===== config.mk =====
export PLATFORM = sky130hd
export DESIGN_NAME = component_register_bank_flat
export DESIGN_NICKNAME = d
export VERILOG_FILES = /design/src/rtl/component_register_bank_if.sv /design/src/rtl/component_register_bank.sv /design/src/flat_wrapper.sv
export SDC_FILE = /design/constraint.sdc
export NUM_CORES = 1
export LEC_CHECK = 0
export BUFFER_PORTS_ARGS = -buffer_cell sky130_fd_sc_hd__buf_2
export CAP_MARGIN = 15
export CORE_ASPECT_RATIO = 1.5
export CORE_MARGIN = 8
export CORE_UTILIZATION = 25
export DETAILED_ROUTE_END_ITERATION = 7
export PLACE_DENSITY = 0.61
export SLEW_MARGIN = 15
export SYNTH_ARGS = -nofsm -noshare
export SYNTH_HDL_FRONTEND = slang
export SYNTH_SLANG_ARGS = --single-unit
export TNS_END_PERCENT = 10

===== constraint.sdc =====
create_clock -name clk -period 2.1 [get_ports clk]
set_input_delay 0.42 -clock clk [delete_from_list [all_inputs] [get_ports clk]]
set_output_delay 0.42 -clock clk [all_outputs]
set_load 0.01 [all_outputs]

===== src/rtl/component_register_bank_if.sv =====
// rtl/component_register_bank_if.sv - request/response port bundle for component_register_bank
interface component_register_bank_if #(
    parameter int ADDR_WIDTH = 4,
    parameter int REG_WIDTH  = 32
);
    logic                  req_valid;
    logic                  req_ready;
    logic                  req_write;
    logic [ADDR_WIDTH-1:0] req_addr;
    logic [REG_WIDTH-1:0]  req_wdata;
    logic                  rsp_valid;
    logic                  rsp_ready;
    logic [REG_WIDTH-1:0]  rsp_rdata;
    logic                  rsp_err;

    modport master (
        output req_valid, req_write, req_addr, req_wdata, rsp_ready,
        input  req_ready, rsp_valid, rsp_rdata, rsp_err
    );

    modport slave (
        input  req_valid, req_write, req_addr, req_wdata, rsp_ready,
        output req_ready, rsp_valid, rsp_rdata, rsp_err
    );
endinterface


===== src/rtl/component_register_bank.sv =====
// rtl/component_register_bank.sv - masked register bank with read-only version word 0
// Optional access counter at address N_REGS: COMPONENT_REGISTER_BANK_ACCESS_COUNT_EN
module component_register_bank #(
    parameter int                          N_REGS      = 4,
    parameter int                          REG_WIDTH   = 32,
    parameter int                          ADDR_WIDTH  = 4,
    parameter logic [31:0]                 VERSION     = 32'h0001_1_01_0,
    parameter logic [N_REGS*REG_WIDTH-1:0] READ_MASK   = {N_REGS*REG_WIDTH{1'b1}},
    parameter logic [N_REGS*REG_WIDTH-1:0] WRITE_MASK  = {N_REGS*REG_WIDTH{1'b1}},
    parameter logic [N_REGS*REG_WIDTH-1:0] RESET_VALUE = {N_REGS*REG_WIDTH{1'b0}}
) (
    input  logic                          clk,
    input  logic                          rst,
    component_register_bank_if.slave      bus,
    input  logic [N_REGS*REG_WIDTH-1:0]   hw_in,
    output logic [N_REGS*REG_WIDTH-1:0]   reg_q
);
    localparam int W = REG_WIDTH;

    typedef enum logic {IDLE, RESP} state_t;

    state_t         state_q, state_d;
    logic [W-1:0]   stored [1:N_REGS-1];
    logic [31:0]    addr_ext;
    logic           accept;
    logic           in_range;
    logic           is_count;
    logic [W-1:0]   rd_word;
    logic [W-1:0]   count_rdata;
    logic [W-1:0]   rdata_d;
    logic           err_d;
    logic           unused_hw0;

    // Word 0 is a constant; its hardware inputs are deliberately ignored.
    assign unused_hw0 = ^hw_in[W-1:0];
    assign addr_ext   = 32'(bus.req_addr);

    always_ff @(posedge clk) begin
        if (rst) state_q <= IDLE;
        else     state_q <= state_d;
    end

    always_comb begin
        state_d       = state_q;
        bus.req_ready = 1'b0;
        bus.rsp_valid = 1'b0;
        accept        = 1'b0;
        case (state_q)
            IDLE: begin
                bus.req_ready = 1'b1;
                if (bus.req_valid) begin
                    accept  = 1'b1;
                    state_d = RESP;
                end
            end
            RESP: begin
                bus.rsp_valid = 1'b1;
                if (bus.rsp_ready) state_d = IDLE;
            end
            default: state_d = IDLE;
        endcase
    end

    assign reg_q[0 +: W] = W'(VERSION);
    for (genvar g = 1; g < N_REGS; g++) begin : g_word
        localparam logic [W-1:0] WM = WRITE_MASK[g*W +: W];
        assign reg_q[g*W +: W] = (stored[g] & WM) | (hw_in[g*W +: W] & ~WM);
    end

    always_comb begin
        rd_word  = '0;
        in_range = 1'b0;
        for (int i = 0; i < N_REGS; i++) begin
            if (addr_ext == 32'(i)) begin
                rd_word  = reg_q[i*W +: W] & READ_MASK[i*W +: W];
                in_range = 1'b1;
            end
        end
    end

`ifdef COMPONENT_REGISTER_BANK_ACCESS_COUNT_EN
    logic [31:0] access_count;

    assign is_count    = (addr_ext == 32'(N_REGS));
    assign count_rdata = W'(access_count);

    // Saturating count of every accepted request; a read of it returns the pre-increment value.
    always_ff @(posedge clk) begin
        if (rst)                              access_count <= '0;
        else if (accept && access_count != '1) access_count <= access_count + 32'd1;
    end
`else
    assign is_count    = 1'b0;
    assign count_rdata = '0;
`endif

    always_comb begin
        err_d   = !in_range && !is_count;
        rdata_d = '0;
        if (!bus.req_write && !err_d) rdata_d = is_count ? count_rdata : rd_word;
    end

    always_ff @(posedge clk) begin
        if (rst) begin
            for (int i = 1; i < N_REGS; i++) stored[i] <= RESET_VALUE[i*W +: W];
        end else if (accept && bus.req_write) begin
            for (int i = 1; i < N_REGS; i++) begin
                if (addr_ext == 32'(i))
                    stored[i] <= (stored[i] & ~WRITE_MASK[i*W +: W]) |
                                 (bus.req_wdata & WRITE_MASK[i*W +: W]);
            end
        end
    end

    always_ff @(posedge clk) begin
        if (rst) begin
            bus.rsp_rdata <= '0;
            bus.rsp_err   <= 1'b0;
        end else if (accept) begin
            bus.rsp_rdata <= rdata_d;
            bus.rsp_err   <= err_d;
        end
    end
endmodule


===== src/flat_wrapper.sv =====
// flat-port wrapper written by rule: the top's interface ports become plain ports
module component_register_bank_flat 
#(
    parameter int                          N_REGS      = 4,
    parameter int                          REG_WIDTH   = 32,
    parameter int                          ADDR_WIDTH  = 4,
    parameter logic [31:0]                 VERSION     = 32'h0001_1_01_0,
    parameter logic [N_REGS*REG_WIDTH-1:0] READ_MASK   = {N_REGS*REG_WIDTH{1'b1}},
    parameter logic [N_REGS*REG_WIDTH-1:0] WRITE_MASK  = {N_REGS*REG_WIDTH{1'b1}},
    parameter logic [N_REGS*REG_WIDTH-1:0] RESET_VALUE = {N_REGS*REG_WIDTH{1'b0}}
)
  (clk, rst, hw_in, reg_q, bus_req_valid, bus_req_write, bus_req_addr, bus_req_wdata, bus_rsp_ready, bus_req_ready, bus_rsp_valid, bus_rsp_rdata, bus_rsp_err);
  component_register_bank_if #(.ADDR_WIDTH(ADDR_WIDTH), .REG_WIDTH(REG_WIDTH)) bus_i ();
  input  logic clk;
  input  logic rst;
  input  logic [N_REGS*REG_WIDTH-1:0] hw_in;
  output logic [N_REGS*REG_WIDTH-1:0] reg_q;
  input wire logic [$bits(bus_i.req_valid)-1:0] bus_req_valid;
  input wire logic [$bits(bus_i.req_write)-1:0] bus_req_write;
  input wire logic [$bits(bus_i.req_addr)-1:0] bus_req_addr;
  input wire logic [$bits(bus_i.req_wdata)-1:0] bus_req_wdata;
  input wire logic [$bits(bus_i.rsp_ready)-1:0] bus_rsp_ready;
  output wire logic [$bits(bus_i.req_ready)-1:0] bus_req_ready;
  output wire logic [$bits(bus_i.rsp_valid)-1:0] bus_rsp_valid;
  output wire logic [$bits(bus_i.rsp_rdata)-1:0] bus_rsp_rdata;
  output wire logic [$bits(bus_i.rsp_err)-1:0] bus_rsp_err;
  assign bus_i.req_valid = bus_req_valid;
  assign bus_i.req_write = bus_req_write;
  assign bus_i.req_addr = bus_req_addr;
  assign bus_i.req_wdata = bus_req_wdata;
  assign bus_i.rsp_ready = bus_rsp_ready;
  assign bus_req_ready = bus_i.req_ready;
  assign bus_rsp_valid = bus_i.rsp_valid;
  assign bus_rsp_rdata = bus_i.rsp_rdata;
  assign bus_rsp_err = bus_i.rsp_err;
  component_register_bank #(.N_REGS(N_REGS), .REG_WIDTH(REG_WIDTH), .ADDR_WIDTH(ADDR_WIDTH), .VERSION(VERSION), .READ_MASK(READ_MASK), .WRITE_MASK(WRITE_MASK), .RESET_VALUE(RESET_VALUE)) u_core (.clk(clk), .rst(rst), .bus(bus_i), .hw_in(hw_in), .reg_q(reg_q));
endmodule

# ---- After elaboration in Yosys (flattened, before gate mapping)
# Memories as Yosys holds them, arrays and structs flattened.
# Cells that the tools add are included.
dict set report classes {
  bitwise_logic 4
  reduce_logical 5
  eq_ne 3
  n_mux 32
}
# cell n
set op_table {}
lappend op_table {{$mux 32} 7}
lappend op_table {{$logic_not 32->1} 1}
lappend op_table {{$mux 1} 23}
lappend op_table {{$mux 17} 1}
lappend op_table {{$eq 4x2->1 const B} 2}
lappend op_table {{$eq 4x1->1 const B} 1}
lappend op_table {{$or 1x1->1} 3}
lappend op_table {{$logic_and 1x1->1} 2}
lappend op_table {{$logic_not 1->1} 2}
lappend op_table {{$pmux 1 s2} 1}
lappend op_table {{$not 1->1} 1}
dict set report word_totals {
  register_bits 34
  ramBits 96
  wordCells 48
  inputBits 169
  output_inout_bits 163
  mem_count 1
}
# name depth word_bits read_ports rd_clocked_by_memory_dff write_ports line
set memory_table {}
lappend memory_table {u_core.stored 3 32 3 0 3 component_register_bank.sv:23} ;# logic [W-1:0] stored [1:N_REGS-1];

# ---- Longest topological paths before layout
# Gate-level depths: netlist (run 1).
dict set report depth {
  word_depth 7
  mapped_depth 6
  mapped_depth_nobuf 3
}

# ---- Least setup slack after synthesis (run 1)
# Ideal clock, no wire load.
dict set report synth_path {
  kind {in2reg}
  from {input bus_req_addr[0]}
  to {register, netlist name u_core.stored[0][100]}
  required_ns 1.706
  path_buffers 1
  t_arrival_ns 1.709
  cell_stages 4
  path_slack_ns -0.003
  setup_ns 0.394
  cell_sequence {buf_4 -> and4bb_2 -> nand3_2 -> nand2b_1}
}
# item line
set synth_lines {}
lappend synth_lines {{start: declaration} flat_wrapper.sv:20} ;# input wire logic [$bits(bus_i.req_addr)-1:0] bus_req_addr;

# ---- Worst setup path in the final report (run 1)
dict set report layout_path {
  from {register u_core.state_q}
  to {register u_core.bus.rsp_rdata[5]}
}
dict set report layout_between {
  elab_chain_len 1
}
# item line
set layout_lines {}
lappend layout_lines {{start: declaration} component_register_bank.sv:22} ;# state_t state_q, state_d;
lappend layout_lines {{start signal: assignment} component_register_bank.sv:40} ;# else state_q <= state_d;
lappend layout_lines {{$mux 1} component_register_bank.sv:48} ;# case (state_q)
lappend layout_lines {{end signal: assignment} component_register_bank.sv:120} ;# bus.rsp_rdata <= rdata_d;
lappend layout_lines {{end: declaration} component_register_bank_if.sv:23} ;# output req_ready, rsp_valid, rsp_rdata, rsp_err
# Every way passes these cells.
# A chain may end at the register's enable or synchronous reset.

==> impl_summary.md, run 1 <==
Critical path
The reg-to-reg critical path startpoint is u_core.state_q. The data required time of the critical path is 2460 ps. The start point of the critical path is u_core.state_q. Of all nets on the critical path, the largest fanout is 32. The worst setup path is captured at a flop. The critical path is of the reg2reg type.

The critical path arrival is 2010 ps. The setup check on the worst reg-to-reg path leaves a slack of 440 ps. STA classifies the critical path startpoint as a flop.

Yosys
Summing the areas of all compound-gate instances in the mapped netlist gives 13.1% of the synthesized area. The cell count after synthesis is 472. The sequential share of the synthesized area is 64.6%.

The share of synthesized area spent on multiplexers is 0%. The netlist uses 25 different library cells. The synthesized-area fraction occupied by and/or/nand/nor cells is between 10 and 15%. After synthesis the netlist holds a flip-flop and latch count of 130. After synthesis, the largest family of logic cells by area is simple AND/OR/NAND/NOR gates.

Of the total synthesized cell area, the portion taken by full adders, half adders and majority gates is 0%. The Yosys step of the flow raised 0 warnings. The cell area that synthesis handed to floorplanning was 0.00552 mm^2. The area share of xor/xnor cells in the synthesized design is 0%. Each instance of the synthesized netlist takes up on average 11.7 um^2.

Die
The floorplan step defined a die boundary enclosing between 0.02 and 0.03 mm^2. The height of the die is 198 um. For this design the top-level I/O count stands at roughly 330. Measured along the x axis, the die boundary spans between 100 and 150 um. Row generation in the floorplan step produced 66 rows. The effective utilization at floorplan is 25.4%.

The core footprint is 0.0217 mm^2.

Power
In this run switching power makes up 23.8% of total power. For this design the total switching power over the nets is 1.57 mW. Per report_power, the sequential group accounts for 43.8% of the total. The highest ir drop seen on vdd is between 0.5 and 0.6 mV. The power density over the cells is between 900 and 1000 mW/mm^2.

The logic gate share of total power is 8.1%. The clock power share is between 40% and 50%. The analysis attributes to cell leakage a power of 3.08 nW.

The power after layout is 6.61 mW. The internal power summed over all cells is between 5 and 6 mW.

STA
The routed design could run at a clock period as short as approximately 1700 ps. The final worst clock skew is roughly 9.9 ps. The maximum clock frequency is 604 MHz. The sum of negative setup slack is 0 ps. Headroom to the max-slew limit came out at 31.9%.

The number of failing setup endpoints in the final timing report is 0. The count of final max-slew check failures is 0. The hold violation count in the final report was 0. Setup repair after global routing left no endpoint under its margin. The share of the clock period used by the worst path is 78.8%. At the pin with the least slew margin, the transition time is 1020 ps.

Cells and area
The final layout contains 818 nets. The library cells used most frequently in the layout, excluding fill and tap cells, are 171 x sky130_fd_sc_hd__buf_2, 100 x sky130_fd_sc_hd__nor2_1, 96 x sky130_fd_sc_hd__edfxtp_1. The synthesis-to-finish area growth is 32.5%. The layout cell share with drive strength beyond 1 is 35.3%. The library cell used most frequently in the layout, excluding fill and tap cells, is sky130_fd_sc_hd__buf_2. Once layout is complete, the utilization of the core stands at 33.7%.

CTS
In this run the clock root is driven by a sky130_fd_sc_hd__clkbuf_16. The TritonCTS clock tree is yes. Counting every sink on the clock net gives 130. No sink is reached through more buffers than the 2 on the longest clock path. After clock tree synthesis, the clock-pin slew on the worst setup and hold paths is 60 ps.

The total number of H-tree levels is 4. In this run, post-CTS hold repair placed 0 buffers. The insertion delay to the later sink of the worst-skew pair is 420 ps.

Post-CTS timing repair inserted 0 buffers for setup. The number of CTS-inserted buffers is 17. The number of gates resized after cts is 0.

Placed design
Once detailed placement completed, the half-perimeter wirelength came to 12800 um. At the end of routability-driven placement, the weighted congestion stood at 0.728. The number of port buffers is 171.

Detailed routing
After detailed routing, the number of vias per cell comes to 4.51. After detailed routing, the number of remaining DRC violations is 0. The detailed-route wire length per cell is 19.5 um.

The violation count after the first detailed-route iteration is 263. The post-route antenna net violation count is 0. The pre-antenna-repair detailed-routing pass consisted of 4 iterations. The total wirelength of the detailed-routed design is 18200 um.

The count of vias placed by the detailed router is 4221.

Hold path
The path class of the tightest hold or removal check is in2reg. The worst hold path begins at bus_rsp_ready.

Global route
The wire length of the first global-routing pass is between 20000 and 30000 um. The overflow left after global routing is 0. Entering global routing, the biggest net connects 33 pins.

Global routing consumed, over all layers together, a little over an eighth of the routing resources. The initial antenna violation count is 2. The via count of the first global-routing pass was around 4500.

Outcome
The run finished with clean final reports.

Flow run
The number of max-capacitance violations reported is 0.
[sequential cells by signal, indices dropped and copies added (netlist names)]
signal                count
u_core.bus.rsp_rdata     32
u_core.stored            96
u_core.state_q            1
u_core.bus.rsp_err        1
[synth_stat cells]
cell	n	share of area [%]
sky130_fd_sc_hd__nor2_1	101	6.9
sky130_fd_sc_hd__edfxtp_1	96	52
sky130_fd_sc_hd__nand2b_1	40	4.5
sky130_fd_sc_hd__dfxtp_1	34	12
sky130_fd_sc_hd__buf_4	33	4.5
sky130_fd_sc_hd__a22o_1	29	4.6
sky130_fd_sc_hd__a2bb2oi_1	29	4.6
sky130_fd_sc_hd__nand2_1	29	2.0
sky130_fd_sc_hd__o21ai_0	29	2.6
sky130_fd_sc_hd__buf_2	18	1.6
sky130_fd_sc_hd__clkbuf_1	12	0.82
sky130_fd_sc_hd__a32o_1	3	0.54
sky130_fd_sc_hd__o22a_1	3	0.48
sky130_fd_sc_hd__a211oi_1	2	0.27
sky130_fd_sc_hd__conb_1	2	0.14
sky130_fd_sc_hd__nand4_1	2	0.23
sky130_fd_sc_hd__nor2b_1	2	0.23
sky130_fd_sc_hd__and3_1	1	0.11
sky130_fd_sc_hd__and4bb_2	1	0.23
sky130_fd_sc_hd__buf_6	1	0.20
sky130_fd_sc_hd__clkbuf_2	1	0.091
sky130_fd_sc_hd__inv_1	1	0.068
sky130_fd_sc_hd__nand3_2	1	0.18
sky130_fd_sc_hd__nand4bb_1	1	0.20
sky130_fd_sc_hd__nor2b_4	1	0.25
[final cells by class]
type / count / area (um^2)
inverters: 1 / 3.75
repair buffers: 193 / 1080
diodes: 1 / 2.50
flip-flops and latches: 130 / 3560
well taps: 272 / 340
fillers: 2229 / 14400
clock buffers: 17 / 425
clock inverters: 15 / 206
multi-input cells: 306 / 1680
[worst paths after layout]
check | endpoint | cells past startpoint
min | u_core.state_q | 2
max | u_core.bus.rsp_rdata[5] | 3
min reg2reg | u_core.bus.rsp_rdata[30] | 1
max reg2reg | u_core.bus.rsp_rdata[5] | 3
[cells by family after synthesis]
group	Yosys count
DFF	130
AOI/OAI and AO/OA	95
buffers and inverters	66
and+or+nand+nor	179
other	2
[routing by layer]
layer	share of wire (%)	routed length, um	global-route usage, %	vias to the layer above
li1	-	-	-	1975
met3	9.7	1770	4.57	16
met5	0.15	27	0	-
met4	1.2	225	4.85	4
met2	49	8850	22.4	187
met1	40	7380	15.4	2039
[power groups by stage]
stage	clock network [mW]	registers, mW	logic [mW]
floorplan	0	2.99	0.276
global placement	0	2.95	0.540
detailed placement	0	2.95	0.544
CTS	3.26	2.89	0.545
global route	3.36	2.91	0.586
finish	3.18	2.89	0.537
[critical path, stage by stage (launching register included)]
cell                      delay, ps
sky130_fd_sc_hd__dfxtp_1        430
sky130_fd_sc_hd__nor2b_4        110
sky130_fd_sc_hd__nor2_4         780
sky130_fd_sc_hd__a22o_1         270
[metrics by stage]
stage / hold slack (ps) / cells / setup WS [ps] / instance area, um^2
floorplan: 511 / 502 / 42.1 / 5630
global placement: 446 / 902 / 272 / 6670
detailed placement: 458 / 902 / 264 / 6670
CTS: 160 / 934 / 396 / 7310
global route: 165 / 934 / 307 / 7310
finish: 181 / 935 / 444 / 7310
Note: power is estimated with default switching activity, not from simulation.
==> inputs of run 2 (changes only) <==
PLACE_DENSITY = 0.59   (was 0.61)
clock period = 1.6 ns   (was 2.1 ns; I/O delays follow)
==> impl_summary.md, run 2 (synthesis gave the netlist of run 1 again) <==
Critical path
The critical-path maximum fanout is 18 (was 32). The number of buffers and inverters on the critical path is 1 (was 0). List of cells traversed by the critical path: nor2b_4 > nand4_1 > nand2b_2 > buf_12 (was nor2b_4 > nor2_4 > a22o_1).

The critical path arrival is 1620 ps (was 2010 ps). The kind of start point of the critical path is a flop (unchanged). The capture point of the worst reg-to-reg path is u_core.stored[0][38] (was u_core.bus.rsp_rdata[5]). The data required time of the critical path is 1720 ps (was 2460 ps). The cell family contributing the most delay on the critical path is simple AND/OR/NAND/NOR gates (unchanged).

The highest cell delay on the worst timing path is 330 ps (was 780 ps). The cell with the largest stage delay on the worst path is sky130_fd_sc_hd__dfxtp_1 (was sky130_fd_sc_hd__nor2_4). The classification of the worst setup path is reg2reg (unchanged).

The worst reg2reg path depth was 4 (was 3). The endpoint kind of the worst setup timing path is a flop (unchanged). The reg-to-reg critical path startpoint is u_core.state_q (unchanged). The reg-to-reg setup timing slack is 90 ps (was 440 ps).

Detailed routing
The total wirelength of the detailed-routed design is 17900 um (was 18200 um). The count of vias placed by the detailed router is 4198 (was 4221). The detailed-routing iteration count for the pre-antenna-repair pass is 4 (unchanged). The number of DRC violations after detailed routing was 0 (unchanged). The violation count after the first detailed-route iteration is 266 (was 263).

The post-route antenna net violation count is 0 (unchanged). The detailed-route wire length per cell is 19.0 um (was 19.5 um). The number of vias per cell was 4.46 (was 4.51).

STA
The number of failing setup endpoints in the final timing report is 0 (unchanged). The hold violation count in the final report is 0 (unchanged). The measured slew at the worst slew-check pin is 637 ps (was 1020 ps). The share of the clock period used by the worst path was 94.1% (was 78.8%). The relative slew slack is 57.4% (was 31.9%). Setup repair after global routing missed its margin: true (was false). The final worst clock skew is 10.3 ps (was 9.95 ps). The maximum clock frequency came to 664 MHz (was 604 MHz). The post-route minimum period is 1510 ps (was 1660 ps). The count of final max-slew check failures is 0 (unchanged).

CTS
The clock tree root buffer cell is sky130_fd_sc_hd__clkbuf_16 (unchanged). The sink count of the clock tree is 130 (unchanged). The insertion delay to the later sink of the worst-skew pair is 420 ps (about the same).

The TritonCTS clock tree is yes (unchanged). The number of CTS-inserted buffers is 17 (unchanged). The deepest clock path buffer count is 2 (unchanged). The register clock-pin slew on the reported worst setup and hold paths is 60 ps (about the same).

The post-cts hold buffer count is 0 (unchanged). The total number of H-tree levels came to 4 (unchanged).

Outcome
Result of the run: completed (unchanged).

Flow run
The number of max-capacitance violations reported is 0 (unchanged).

Global route
The wire length of the first global-routing pass came to 25900 um (was 26400 um). The pin count of the biggest net entering global routing was 25 (was 33). The overflow left after global routing is 0 (unchanged). The initial antenna violation count came to 2 (unchanged). The via count of the first global-routing pass was 4349 (was 4461). The total global-route track usage came to 13.0% (was 13.3%).

Cells and area
The synthesis-to-finish area growth is 34.2% (was 32.5%). The register name with the most flops is u_core.stored (unchanged). The filler cell count in the final layout is 2210 (was 2229). The sequential standard cell area is 0.00356 mm^2 (unchanged). The most common cell after layout, fill and taps aside is sky130_fd_sc_hd__buf_2 (unchanged).

Largest registers: u_core.stored x96, u_core.bus.rsp_rdata x32 (unchanged). The net total in the final layout is 826 (was 818). Most used cells in the layout excluding fill and tap cells: 171 x sky130_fd_sc_hd__buf_2, 100 x sky130_fd_sc_hd__nor2_1, 96 x sky130_fd_sc_hd__edfxtp_1 (unchanged). The flip-flop count of the largest register after layout is 96 (unchanged). The layout cell share with drive strength beyond 1 was 36.0% (was 35.3%). The total inserted antenna cells is 0 (was 1). The area used by multi-input combinational logic is 0.00170 mm^2 (was 0.00168 mm^2). The utilization after layout was 34.1% (was 33.7%).

Placed design
The detailed-placement wirelength estimate came to 13200 um (was 12800 um). The global placement routability congestion is 0.735 (was 0.728). The number of port buffers is 171 (unchanged).

Die
The effective utilization at floorplan was 25.4% (unchanged). The I/O pin total is 332 (unchanged). The overall die area is 0.0272 mm^2 (unchanged).

The core footprint is 0.0217 mm^2 (unchanged). The width of the die is 137 um (unchanged). The count of standard-cell rows is 66 (unchanged).

The height of the die is 198 um (unchanged).

Power
The power after layout is 8.57 mW (was 6.61 mW). The highest ir drop seen on vdd is 0.667 mV (was 0.512 mV). The power density over the cells is 1160 mW/mm^2 (was 905 mW/mm^2). The static leakage power is 3.12 nW (was 3.08 nW).

Hold path
The worst min-delay path category was in2reg (unchanged). The startpoint of the worst hold path is bus_rsp_ready (unchanged). The number of instances on the worst hold path is 2 (unchanged). The end point of the most critical hold path is u_core.state_q (unchanged).
==> run 2: changes by cell type in the layout (fill, tap and decap cells not counted), sizes merged <==
| cell | previous run | this run |
|---|---|---|
| clkbuf | 17 | 18 |
| buf | 193 | 200 |
| clkinvlp | 2 | 5 |
| nor2 | 101 | 102 |
| inv | 3 | 5 |
| clkinv | 7 | 2 |
| diode | 1 | 0 |
| bufinv | 4 | 3 |
==> run 2: stage by stage <==
step	cell area, um^2	hold slack, ps	setup WS (ps)	setup TNS (ps)	instances
after floorplan	5640	420	-32.8	-1620	502
after global placement	6780	445	-122	-3480	909
after detailed placement	6780	453	-127	-3650	909
after CTS	7400	69.9	19.4	0	942
after global routing	7400	107	-9.19	-68.7	942
final	7400	103	94.3	0	942
==> run 2: repair_timing <==
item                       in CTS  in global routing
pin swaps                       1                  0
cloned                          1                  0
buffers inserted                0                  0
gates resized for setup         0                  1
setup endpoints to repair      14                 13
==> run 2: worst max path at each step <==
stage / startpoint / end / depth (start not counted)
floorplan: u_core.state_q / u_core.stored[0][64] / 3
finish: u_core.state_q / u_core.stored[0][38] / 4
detailed placement: bus_req_valid / u_core.bus.rsp_rdata[13] / 4
CTS: u_core.state_q / u_core.bus.rsp_rdata[25] / 3
global placement: bus_req_valid / u_core.bus.rsp_rdata[5] / 4
global route: u_core.state_q / u_core.stored[0][38] / 4
==> run 2: final cells by class <==
cell class / count / area share [%]
Sequential cell: 130 / 48.1
Multi-Input combinational cell: 307 / 23.0
Timing Repair Buffer: 200 / 16.0
Clock buffer: 18 / 5.80
Tap cell: 272 / 4.60
Clock inverter: 14 / 2.43
Inverter: 1 / 0.0507
==> run 2: routing by layer <==
layer	GRT usage (%)	share of wire [%]	vias to the layer above	wire (um)
met5	0	0.15	-	27
met4	5.61	2.1	4	379
met3	4.41	9.4	24	1680
met2	22.0	49	192	8760
met1	14.5	40	1993	7080
li1	-	-	1985	-
==> run 2: power by group <==
group          switching, mW  total, mW  internal, mW
Clock                   1.57       4.04          2.47
Combinational          0.448      0.734         0.287
Sequential            0.0659       3.80          3.73
Total                   2.08       8.57          6.49
==> inputs of run 3 (changes only) <==
CORE_ASPECT_RATIO = 0.5   (was 1.5)
==> impl_summary.md, run 3 (synthesis gave the netlist of run 1 again) <==
Power
The logic gate share of total power was 8.3% (was 8.6%). The internal power summed over all cells is 6.63 mW (was 6.49 mW). The net switching fraction of the power was 23.3% (was 24.3%).

The highest ir drop seen on vdd is 0.511 mV (was 0.667 mV). The relative contribution of sequential cells to total power is 44.0% (was 44.3%). The power after layout is 8.64 mW (was 8.57 mW). The static leakage power is 3.14 nW (was 3.12 nW).

The clock power share is 47.7% (was 47.1%). The net switching power figure is 2.01 mW (was 2.08 mW). The power density over the cells is 1160 mW/mm^2 (about the same).

STA
The share of the clock period used by the worst path is 91.9% (was 94.1%). The hold slack is 79.8 ps (was 103 ps). The final worst clock skew came to 6.08 ps (was 10.3 ps).

The maximum clock frequency came to 680 MHz (was 664 MHz). The post-route minimum period is 1470 ps (was 1510 ps). The sum of negative setup slack is 0 ps (unchanged). The setup slack after layout is 129 ps (was 94.3 ps). The number of failing setup endpoints in the final timing report came to 0 (unchanged). The count of final max-slew check failures was 0 (unchanged). The hold violation count in the final report is 0 (unchanged). Setup repair after global routing missed its margin: false (was true).

Die
The overall die area is 0.0274 mm^2 (was 0.0272 mm^2). The I/O pin total is 332 (unchanged). The count of standard-cell rows is 38 (was 66). The effective utilization at floorplan is 25.4% (about the same).

The height of the die is 121 um (was 198 um). The width of the die is 226 um (was 137 um). The core footprint is 0.0217 mm^2 (about the same).

Critical path
The start point of the critical path is u_core.state_q (unchanged). The worst reg2reg path depth is 4 (unchanged). The critical path arrival came to 1600 ps (was 1620 ps).

The highest cell delay on the worst timing path is 360 ps (was 330 ps). The reg-to-reg setup timing slack is 130 ps (was 90 ps). List of cells traversed by the critical path: nor2b_4 > nand4_1 > nand2b_2 > buf_12 (unchanged). The cell with the largest stage delay on the worst path is sky130_fd_sc_hd__dfxtp_1 (unchanged). The capture point of the worst reg-to-reg path is u_core.stored[0][78] (was u_core.stored[0][38]). The classification of the worst setup path is reg2reg (unchanged). The critical path endpoint is u_core.stored[0][78] (was u_core.stored[0][38]). The endpoint kind of the worst setup timing path is a flop (unchanged). The kind of start point of the critical path was a flop (unchanged). The reg-to-reg critical path startpoint is u_core.state_q (unchanged). The data required time of the critical path was 1730 ps (was 1720 ps). The number of buffers and inverters on the critical path is 1 (unchanged). The logic depth of the worst path, buffers included was 4 (unchanged). The cell family contributing the most delay on the critical path is simple AND/OR/NAND/NOR gates (unchanged). The critical-path maximum fanout is 19 (was 18).

Cells and area
The utilization after layout is 34.3% (was 34.1%). The layout cell share with drive strength beyond 1 is 35.9% (was 36.0%). The final design instance area without fill is 0.00743 mm^2 (was 0.00740 mm^2). The area used by multi-input combinational logic is 0.00168 mm^2 (was 0.00170 mm^2). The filler cell count in the final layout is 2194 (was 2210). The synthesis-to-finish area growth is 34.7% (was 34.2%). Most used cells in the layout excluding fill and tap cells: 171 x sky130_fd_sc_hd__buf_2, 100 x sky130_fd_sc_hd__nor2_1, 96 x sky130_fd_sc_hd__edfxtp_1 (unchanged). The sequential standard cell area was 0.00356 mm^2 (unchanged).

The net total in the final layout is 827 (was 826). The flip-flop count of the largest register after layout is 96 (unchanged). The register name with the most flops is u_core.stored (unchanged).

Largest registers: u_core.stored x96, u_core.bus.rsp_rdata x32 (unchanged). The most common cell after layout, fill and taps aside is sky130_fd_sc_hd__buf_2 (unchanged). The count of non-filler cells in the finished layout was 973 (was 942).

Global route
The overflow left after global routing is 0 (unchanged). The wire length of the first global-routing pass was 26000 um (was 25900 um). The met1 track utilization from global routing came to 13.0% (was 14.5%).

The met2 global-route usage is 24.7% (was 22.0%). The total global-route track usage is 12.5% (was 13.0%). The pin count of the biggest net entering global routing is 33 (was 25).

The initial antenna violation count is 3 (was 2). The layer with the highest usage is met2 (unchanged). The via count of the first global-routing pass was 4313 (was 4349).

The global routing usage on met3 came to 2.12% (was 4.41%).

Detailed routing
The number of vias per cell is 4.29 (was 4.46). The post-route antenna net violation count is 0 (unchanged). The detailed-routing iteration count for the pre-antenna-repair pass is 4 (unchanged). The total wirelength of the detailed-routed design is 17600 um (was 17900 um).

The violation count after the first detailed-route iteration is 269 (was 266). The count of vias placed by the detailed router is 4176 (was 4198). The number of DRC violations after detailed routing is 0 (unchanged). The detailed-route wire length per cell is 18.1 um (was 19.0 um).

Placed design
The detailed-placement wirelength estimate was 13000 um (was 13200 um). The post-place setup slack is -6.43 ps (was -127 ps). The global placement routability congestion is 0.814 (was 0.735). The cell count after placement came to 939 (was 909). The standard cell area after detailed placement was 0.00680 mm^2 (was 0.00678 mm^2). The number of port buffers is 171 (unchanged).

CTS
The number of post-CTS setup repair buffers is 0 (unchanged). The clock tree root buffer cell is sky130_fd_sc_hd__clkbuf_16 (unchanged). The TritonCTS clock tree is yes (unchanged). The register clock-pin slew on the reported worst setup and hold paths came to 60 ps (about the same). The sink count of the clock tree was 130 (unchanged). The total number of H-tree levels was 4 (unchanged).

The number of CTS-inserted buffers is 17 (unchanged). The deepest clock path buffer count is 2 (unchanged). The post-cts hold buffer count is 0 (unchanged).

The insertion delay to the later sink of the worst-skew pair is 420 ps (about the same). The number of gates resized after cts is 0 (unchanged).

Hold path
The worst min-delay path category is in2reg (unchanged).

Outcome
Result of the run: completed (unchanged).

Flow run
The number of max-capacitance violations reported came to 0 (unchanged).
==> run 3: changes by cell type in the layout (fill, tap and decap cells not counted), moves of 2 or more <==
cell                         delta
sky130_fd_sc_hd__nor2_4         -2
sky130_fd_sc_hd__clkinvlp_4     -2
sky130_fd_sc_hd__diode_2        +2
sky130_fd_sc_hd__buf_12         -2
sky130_fd_sc_hd__buf_4          +4
sky130_fd_sc_hd__inv_4          +2
==> run 3: how the worst min path moves through the flow <==
stage / start / end / cells after the start
2_1_floorplan: bus_rsp_ready / u_core.state_q / 1
3_3_place_gp: u_core.bus.rsp_rdata[4] / u_core.bus.rsp_rdata[4] / 1
3_5_place_dp: u_core.bus.rsp_rdata[4] / u_core.bus.rsp_rdata[4] / 1
4_1_cts: bus_rsp_ready / u_core.state_q / 2
5_1_grt: bus_rsp_ready / u_core.state_q / 2
6_report: bus_rsp_ready / u_core.state_q / 2
==> run 3: cell type report <==
class                           instances  area share, %
Clock inverter                         15           2.75
Multi-Input combinational cell        306           22.6
Timing Repair Buffer                  202           15.8
Clock buffer                           17           5.73
Sequential cell                       130           48.0
Tap cell                              300           5.05
Antenna cell                            2         0.0674
Inverter                                1         0.0505
==> run 3: worst register-to-register path, delay by kind of cell, from the launching register on <==
family,cells,cell delay [ps]
flops,1,360
buf+inv,1,190
simple gates,3,620
==> run 3: per-layer routing <==
layer	up-vias	part of all wire, %
li1	1984	-
met4	2	1.8
met5	-	0.074
met2	92	58
met1	2073	37
met3	25	3.1
==> run 3: power by group through the flow <==
stage	Clock [mW]	Sequential (mW)	Combinational, mW
final	4.12	3.80	0.720
after global routing	4.31	3.81	0.773
after CTS	4.16	3.80	0.727
after detailed placement	0	3.87	0.724
after global placement	0	3.87	0.719
after floorplan	0	3.92	0.364
